**config.mk**
```make
export PLATFORM = sky130hd
export DESIGN_NAME = eight_bit_exp_decay_lookup_flat
export DESIGN_NICKNAME = d
export VERILOG_FILES = /design/src/rtl/eight_bit_exp_decay_lookup_pkg.sv /design/src/rtl/eight_bit_exp_decay_lookup_if.sv /design/src/rtl/eight_bit_exp_decay_lookup.sv /design/src/flat_wrapper.sv
export SDC_FILE = /design/constraint.sdc
export NUM_CORES = 1
export LEC_CHECK = 0
export ABC_AREA = 1
export BUFFER_PORTS_ARGS = -buffer_cell sky130_fd_sc_hd__buf_2
export CAP_MARGIN = 20
export CORE_MARGIN = 5
export CORE_UTILIZATION = 55
export CTS_CLUSTER_DIAMETER = 100
export DETAILED_ROUTE_END_ITERATION = 12
export PLACE_DENSITY = 0.74
export SLEW_MARGIN = 20
export SYNTH_ARGS = -nofsm -noshare
export SYNTH_HDL_FRONTEND = slang
export SYNTH_SLANG_ARGS = --single-unit
```
**constraint.sdc**
```tcl
create_clock -name clk -period 5 [get_ports clk]
set_input_delay 1 -clock clk [delete_from_list [all_inputs] [get_ports clk]]
set_output_delay 1 -clock clk [all_outputs]
set_load 0.05 [all_outputs]
```
**src/rtl/eight_bit_exp_decay_lookup_pkg.sv**
```systemverilog
// eight_bit_exp_decay_lookup_pkg: envelope amplitude constants and the exp_table decay ROM (x phase in, f(x) out)
package eight_bit_exp_decay_lookup_pkg;
  localparam int ENV_AMP_W = 8;
  localparam logic [ENV_AMP_W-1:0] ENV_FULL_SCALE = 8'd255;
  function automatic logic [7:0] exp_table(input logic [7:0] x);
    logic [7:0] y;
    case (x) inside
      8'd0: y = 8'd255;  8'd1: y = 8'd250;  8'd2: y = 8'd245;  8'd3: y = 8'd240;
      8'd4: y = 8'd236;  8'd5: y = 8'd231;  8'd6: y = 8'd227;  8'd7: y = 8'd222;
      8'd8: y = 8'd218;  8'd9: y = 8'd213;  8'd10: y = 8'd209; 8'd11: y = 8'd205;
      8'd12: y = 8'd201; 8'd13: y = 8'd197; 8'd14: y = 8'd193; 8'd15: y = 8'd190;
      8'd16: y = 8'd186; 8'd17: y = 8'd182; 8'd18: y = 8'd179; 8'd19: y = 8'd175;
      8'd20: y = 8'd172; 8'd21: y = 8'd168; 8'd22: y = 8'd165; 8'd23: y = 8'd162;
      8'd24: y = 8'd159; 8'd25: y = 8'd156; 8'd26: y = 8'd152; 8'd27: y = 8'd149;
      8'd28: y = 8'd147; 8'd29: y = 8'd144; 8'd30: y = 8'd141; 8'd31: y = 8'd138;
      8'd32: y = 8'd135; 8'd33: y = 8'd133; 8'd34: y = 8'd130; 8'd35: y = 8'd128;
      8'd36: y = 8'd125; 8'd37: y = 8'd123; 8'd38: y = 8'd120; 8'd39: y = 8'd118;
      8'd40: y = 8'd115; 8'd41: y = 8'd113; 8'd42: y = 8'd111; 8'd43: y = 8'd109;
      8'd44: y = 8'd107; 8'd45: y = 8'd105; 8'd46: y = 8'd102; 8'd47: y = 8'd100;
      8'd48: y = 8'd98;  8'd49: y = 8'd96;  8'd50: y = 8'd95;  8'd51: y = 8'd93;
      8'd52: y = 8'd91;  8'd53: y = 8'd89;  8'd54: y = 8'd87;  8'd55: y = 8'd86;
      8'd56: y = 8'd84;  8'd57: y = 8'd82;  8'd58: y = 8'd81;  8'd59: y = 8'd79;
      8'd60: y = 8'd77;  8'd61: y = 8'd76;  8'd62: y = 8'd74;  8'd63: y = 8'd73;
      8'd64: y = 8'd71;  8'd65: y = 8'd70;  8'd66: y = 8'd69;  8'd67: y = 8'd67;
      8'd68: y = 8'd66;  8'd69: y = 8'd65;  8'd70: y = 8'd63;  8'd71: y = 8'd62;
      8'd72: y = 8'd61;  8'd73: y = 8'd60;  8'd74: y = 8'd58;  8'd75: y = 8'd57;
      8'd76: y = 8'd56;  8'd77: y = 8'd55;  8'd78: y = 8'd54;  8'd79: y = 8'd53;
      8'd80: y = 8'd52;  8'd81: y = 8'd51;  8'd82: y = 8'd50;  8'd83: y = 8'd49;
      8'd84: y = 8'd48;  8'd85: y = 8'd47;  8'd86: y = 8'd46;  8'd87: y = 8'd45;
      8'd88: y = 8'd44;  8'd89: y = 8'd43;  8'd90: y = 8'd42;  [8'd91:8'd92]: y = 8'd41;
      8'd93: y = 8'd40;  8'd94: y = 8'd39;  8'd95: y = 8'd38;  [8'd96:8'd97]: y = 8'd37;
      8'd98: y = 8'd36;  8'd99: y = 8'd35;  [8'd100:8'd101]: y = 8'd34; 8'd102: y = 8'd33;
      [8'd103:8'd104]: y = 8'd32; 8'd105: y = 8'd31; [8'd106:8'd107]: y = 8'd30;
      [8'd108:8'd109]: y = 8'd29; 8'd110: y = 8'd28; [8'd111:8'd112]: y = 8'd27;
      [8'd113:8'd114]: y = 8'd26; [8'd115:8'd116]: y = 8'd25; [8'd117:8'd118]: y = 8'd24;
      [8'd119:8'd120]: y = 8'd23; [8'd121:8'd122]: y = 8'd22; [8'd123:8'd124]: y = 8'd21;
      [8'd125:8'd127]: y = 8'd20; [8'd128:8'd129]: y = 8'd19; [8'd130:8'd132]: y = 8'd18;
      [8'd133:8'd134]: y = 8'd17; [8'd135:8'd137]: y = 8'd16; [8'd138:8'd140]: y = 8'd15;
      [8'd141:8'd144]: y = 8'd14; [8'd145:8'd147]: y = 8'd13; [8'd148:8'd151]: y = 8'd12;
      [8'd152:8'd155]: y = 8'd11; [8'd156:8'd159]: y = 8'd10; [8'd160:8'd164]: y = 8'd9;
      [8'd165:8'd169]: y = 8'd8;  [8'd170:8'd175]: y = 8'd7;  [8'd176:8'd182]: y = 8'd6;
      [8'd183:8'd189]: y = 8'd5;  [8'd190:8'd198]: y = 8'd4;  [8'd199:8'd209]: y = 8'd3;
      [8'd210:8'd223]: y = 8'd2;  [8'd224:8'd242]: y = 8'd1;  [8'd243:8'd255]: y = 8'd0;
      default: y = 8'd0;
    endcase
    return y;
  endfunction
endpackage

```
**src/rtl/eight_bit_exp_decay_lookup_if.sv**
```systemverilog
// eight_bit_exp_decay_lookup_if: phase/amplitude bus; master drives din and reads dout, slave the reverse
interface eight_bit_exp_decay_lookup_if;
  import eight_bit_exp_decay_lookup_pkg::*;
  logic [ENV_AMP_W-1:0] din;
  logic [ENV_AMP_W-1:0] dout;
  modport master (output din, input dout);
  modport slave (input din, output dout);
endinterface

```
**src/rtl/eight_bit_exp_decay_lookup.sv**
```systemverilog
// eight_bit_exp_decay_lookup: registered exp-decay ROM; clk, rst (sync high, loads full scale), bus.din phase -> bus.dout = f(din) one cycle later
module eight_bit_exp_decay_lookup
  import eight_bit_exp_decay_lookup_pkg::*;
(
  input logic clk,
  input logic rst,
  eight_bit_exp_decay_lookup_if.slave bus
);
  always_ff @(posedge clk)
    bus.dout <= rst ? ENV_FULL_SCALE : exp_table(bus.din);
endmodule

```
**src/flat_wrapper.sv**
```systemverilog
// flat-port wrapper written by rule: the top's interface ports become plain ports
module eight_bit_exp_decay_lookup_flat import eight_bit_exp_decay_lookup_pkg::*;
  (clk, rst, bus_din, bus_dout);
  eight_bit_exp_decay_lookup_if bus_i ();
  input logic clk;
  input logic rst;
  input wire logic [$bits(bus_i.din)-1:0] bus_din;
  output wire logic [$bits(bus_i.dout)-1:0] bus_dout;
  assign bus_i.din = bus_din;
  assign bus_dout = bus_i.dout;
  eight_bit_exp_decay_lookup u_core (.clk(clk), .rst(rst), .bus(bus_i));
endmodule
```
### Word level (Yosys, flattened, before mapping)

Index checks and enable logic that the tools add are counted.

* input bits: 10
* register bits: 8

* $lt $le $gt $ge: 66
* eq/ne operators: 98
* muxes and demuxes: 131
* reduce and logical (&&, ||, !) cells: 40

Operators with widths (count)
* two-way mux 8 bit: 95
* == test 8 x 7 -> 1 bit (second input constant): 35
* == test 8 x 6 -> 1 bit (second input constant): 32
* greater-or-equal comparator 8 bit (second input constant): 19
* less-or-equal comparator 8 bit (second input constant): 19
* two-way mux 7 bit: 21
* == test 8 x 5 -> 1 bit (second input constant): 16
* greater-or-equal comparator 8 x 7 -> 1 bit (second input constant): 14
* less-or-equal comparator 8 x 7 -> 1 bit (second input constant): 14
* == test 8 x 4 -> 1 bit (second input constant): 8
* two-way mux 6 bit: 8
* OR reduction 37 bit: 1
* logical AND 1 bit: 33
* == test 8 x 3 -> 1 bit (second input constant): 4
* == test 8 x 2 -> 1 bit (second input constant): 2
* OR reduction 16 bit: 1
* two-way mux 5 bit: 3
* == test 8 x 1 -> 1 bit (second input constant): 1
* logical NOT 8 bit: 1
* two-way mux 4 bit: 2
* OR reduction 8 bit: 1
* OR reduction 5 bit: 1
* two-way mux 3 bit: 1
* OR reduction 3 bit: 1
* other kinds (2): 2

### Longest topological paths before layout

* depth in word-level cells: 133
* depth in mapped cells: 27
* gate-level depth less buffers: 27

### Worst setup path after synthesis

No wires, ideal clock.

* path kind: input port to flip-flop
* start point: input bus_din[2]
* end point: register u_core.bus.dout[1]
* path slack: 1.702 ns
* arrival: 3.175 ns
* library setup time: 0.122 ns
* path buffers: 1
* stages: 25
* data required time: 4.878 ns
* cell sequence: buf_2 nor2_1 nor2_1 nand2_1 inv_1 a31oi_1 nand4_1 nor2_1 nand3_1 nor3_2 nand4_1 nor2_1 nand4_1 nor2_1 o2111ai_1 nor2_1 nand3_1 nor3_2 nand4_1 nand2_1 nand4_1 nor2_1 nand4_1 nor2_1 nand3b_1

* word-level cells in the longest chain between the ends: 131
* elaborated cells between the ends (all ways): 325
* those cells by class: 64 x order compare; 98 x eq/ne; 129 x mux; 34 x reduce/logical

Ends and longest elaborated chain
* from (decl): line flat_wrapper.sv:7 `input wire logic [$bits(bus_i.din)-1:0] bus_din;`
* greater-or-equal comparator 8 bit (implied by the code) / less-or-equal comparator 8 bit (equally long branches): line eight_bit_exp_decay_lookup.sv:10 `bus.dout <= rst ? ENV_FULL_SCALE : exp_table(bus.din);`
* logical AND 1 bit (implied by the code): line eight_bit_exp_decay_lookup.sv:10
* two-way mux 8 bit (95 in a row): line eight_bit_exp_decay_lookup_pkg.sv:7 `case (x) inside`
* two-way mux 7 bit (21 in a row): line eight_bit_exp_decay_lookup_pkg.sv:7
* two-way mux 6 bit (8 in a row): line eight_bit_exp_decay_lookup_pkg.sv:7
* two-way mux 5 bit (3 in a row): line eight_bit_exp_decay_lookup_pkg.sv:7
* two-way mux 4 bit (2 in a row): line eight_bit_exp_decay_lookup_pkg.sv:7
* to (signal assigned): line eight_bit_exp_decay_lookup.sv:10
* to (decl): line eight_bit_exp_decay_lookup_if.sv:7 `modport slave (input din, output dout);`

Parallel ways exist; a longest one is shown, timed or not.
A chain may end at the register's enable or synchronous reset.

### Worst setup path in the final report

* start point: input bus_din[0]
* end point: register u_core.bus.dout[4]

* word-level cells in the longest chain between the ends: 128
* elaborated cells between the ends (all ways): 319
* those cells by class: 62 x order compare; 98 x eq/ne; 126 x mux; 33 x reduce/logical

Ends and longest elaborated chain (line)
* greater-or-equal comparator 8 bit (implied by the code) / less-or-equal comparator 8 bit (equally long branches): eight_bit_exp_decay_lookup.sv:10
* logical AND 1 bit (implied by the code): eight_bit_exp_decay_lookup.sv:10
* two-way mux 8 bit (94 in a row): eight_bit_exp_decay_lookup_pkg.sv:7
* two-way mux 7 bit (21 in a row): eight_bit_exp_decay_lookup_pkg.sv:7
* two-way mux 6 bit (8 in a row): eight_bit_exp_decay_lookup_pkg.sv:7
* two-way mux 5 bit (3 in a row): eight_bit_exp_decay_lookup_pkg.sv:7

Parallel ways exist; a longest one is shown, timed or not.

==> metrics.md <==
| Metric | Value |
|---|---|
| Status | complete, no violations |
| Resized cells post-CTS | 0 |
| Synth-to-Final Area Change | 7.13% |
| Net Sw Power | 172 uW |
| Ys flop type | dfxtp_1 |
| Largest register by flop count | u_core.bus.dout |
| First-pass GRT wire length | 14600 um |
| Root Driver | clkbuf_8 |
| Number of global-route vias before repair | 3001 |
| Hold-fix buffers, CTS | 0 |
| DR vias | 3239 |
| Final worst-path cycle share | 81.2% |
| Antenna Diode Count | 0 |
| DRC viols | 0 |
| Boundary Pins | 18 |
| Clock sinks | 8 |
| Setup TNS Final | 0 ns |
| Final Hold Fails | 0 |
| Startpoint Class | input port |
| Crit path DAT | 4.17 ns |
| MaxCap Viol Count | 0 |
| Core Box Area | 3720 um^2 |
| Cells after Synth | 421 |
| Rel. slew slack | 41.1% |
| Initial antenna violation count | 0 |
| Power share of the clock group | 23.3% |
| Largest registers | u_core.bus.dout x8 |
| Worst slew pin tran | 0.880 ns |
| Hpwl dp | 7130 um |
| Synth Net Count | 431 |
| PortBufs | 17 |
| Power per standard cell area | 151 nW/um^2 |
| Total grt overflow | 0 |
| FF+latch count, synth | 8 |
| Drt pass-1 iters | 6 |
| FP Rows | 22 |
| Post-synth cell types | 42 |
| Worst vdd ir | 0.0560 mV |
| Largest net degree at the start of global routing | 15 |
| Reg power frac | 21.4% |
| Final setup violation count | 0 |
| Total CTS buffers | 3 |
| Fillers | 406 |
| Switching part of the total | 49.8% |
| WL/cell | 18.9 um |
| Max Slew Vio Count | 0 |
| Final Wtd Congestion | 1.16 |
| Fmax | 246 MHz |
| Async set-reset flop share out of synthesis | 0% |
| Crit path kind | input port to flop |
| P_int | 173 uW |
| Critical path required time | 5.12 ns |
| Hold Path Class | input port to flop |
| Synth Cell Area | 2140 um^2 |
| CTS tree | yes |
| Final Critical Period | 4.06 ns |
| Clk buf depth | 2 |
| GR Util All Layers | 35.5% |
| Post-synth EDFFs | 0 |
| Routed WL | 9110 um |
| CP Max Fanout | 7 |
| Initial Util | 57.6% |
| Die width | 72.4 um |
| Die Area | 5240 um^2 |
| Comb pwr share | 55.4% |
| Final ANT Viol Nets | 0 |
| Worst Setup End Kind | flop |
| Vias per inst | 6.72 |
| RSZ-0062 raised after global routing | false |
| Top post-synthesis cells by area | nor2_1 (17%), inv_1 (11%), nand2_1 (10%) |
| Final hold slack | 1.01 ns |
| Post-synthesis sequential area ratio | 7.49% |
| Commonest non-fill, non-tap cell in the layout | nor2_1 |
| Post-synth top area share | 17.4% |
| Nets | 446 |
| Height of the die | 72.4 um |
| Worst-path clk slew | 0.05 ns |
| Synth warn | 0 |
| Most frequent cells in the layout | nor2_1 (99), inv_1 (63), nand2_1 (59), nand4_1 (35), o21ai_0 (27) |
| Cell taking the most area after synthesis | nor2_1 |
| Leak | 0.00101 uW |
| Share of layout cells above drive strength 1 | 11.3% |
| Postcts setup bufs | 0 |
| Drt initial violations | 668 |
| H-Tree Depth | 1 |
| Syn avg cell area | 5.08 um^2 |
| Max reg flops | 8 |
-- final cells by class --
class | count | area (um^2) | area share, %
timing repair buffer | 17 | 85.1 | 3.71
inverter | 81 | 308 | 13.4
clock buffer | 3 | 41.3 | 1.80
tap | 48 | 60.1 | 2.62
multi-input combinational | 325 | 1640 | 71.5
sequential | 8 | 160 | 6.99
-- through the flow --
stage          setup slack [ns]  power, uW  instance area [um^2]  std cells  utilization, %
6_report                  0.942        345                  2290        482            61.7
5_1_grt                   0.755        360                  2290        482            61.7
4_1_cts                    1.18        335                  2290        482            61.7
3_5_place_dp              0.965        256                  2250        479            60.6
3_3_place_gp              0.937        256                  2250        479            60.6
2_1_floorplan              1.70        206                  2140        421               -
-- cell usage after synthesis, types with 4 or more instances --
master,instances
a2111oi_0,4
a21oi_1,15
dfxtp_1,8
inv_1,63
inv_2,14
nand2_1,59
nand3_1,19
nand4_1,35
nor2_1,99
nor3_1,11
nor4_1,7
o2111ai_1,4
o21ai_0,27
o21ai_1,4
o22ai_1,4
-- power groups by stage --
stage / clock (uW) / sequential, uW / combinational (uW)
after floorplan: 0 / 102 / 104
after global placement: 0 / 74.3 / 181
after detailed placement: 0 / 74.8 / 182
after CTS: 79.3 / 73.8 / 182
after global routing: 81.9 / 74.1 / 204
final: 80.3 / 73.7 / 191
-- path summary, 6_finish.rpt --
check	from	endpoint	slack, ns	cells after the start
setup / recovery	bus_din[0]	u_core.bus.dout[4]$_SDFF_PP1_	0.94	16
hold / removal	rst	u_core.bus.dout[0]$_SDFF_PP1_	1.01	3
-- critical path: stages --
cell and delay (ns):
buf_2 0.17, inv_2 0.15, nor2_1 0.09, inv_1 0.20
nor2_1 0.19, inv_1 0.21, nor2_1 0.09, inv_1 0.08
nand3_1 0.11, nor4_1 0.29, o211ai_1 0.20, nor2_1 0.18
nand3b_1 0.10, a2111oi_0 0.61, nand3_1 0.15, or3_1 0.35
-- cell families (layout without fill, tap and decap cells) --
kind of cell           after synthesis  in the layout  share of synthesized area [%]
flip-flops                           8              8                           7.49
AND/OR/NAND/NOR                    247            247                           53.3
AO/OA/AOI/OAI                       78             78                           23.2
buffers and inverters               88            101                           16.0
-- routing by layer --
| layer | track usage, % | vias up | share of wire, % |
|---|---|---|---|
| li1 | - | 1463 | - |
| met1 | 40.3 | 1381 | 35 |
| met2 | 58.2 | 309 | 45 |
| met3 | 7.48 | 86 | 11 |
| met4 | 26.2 | 0 | 8.6 |
| met5 | 0 | - | 0 |
Note: power is estimated with default switching activity, not from simulation.
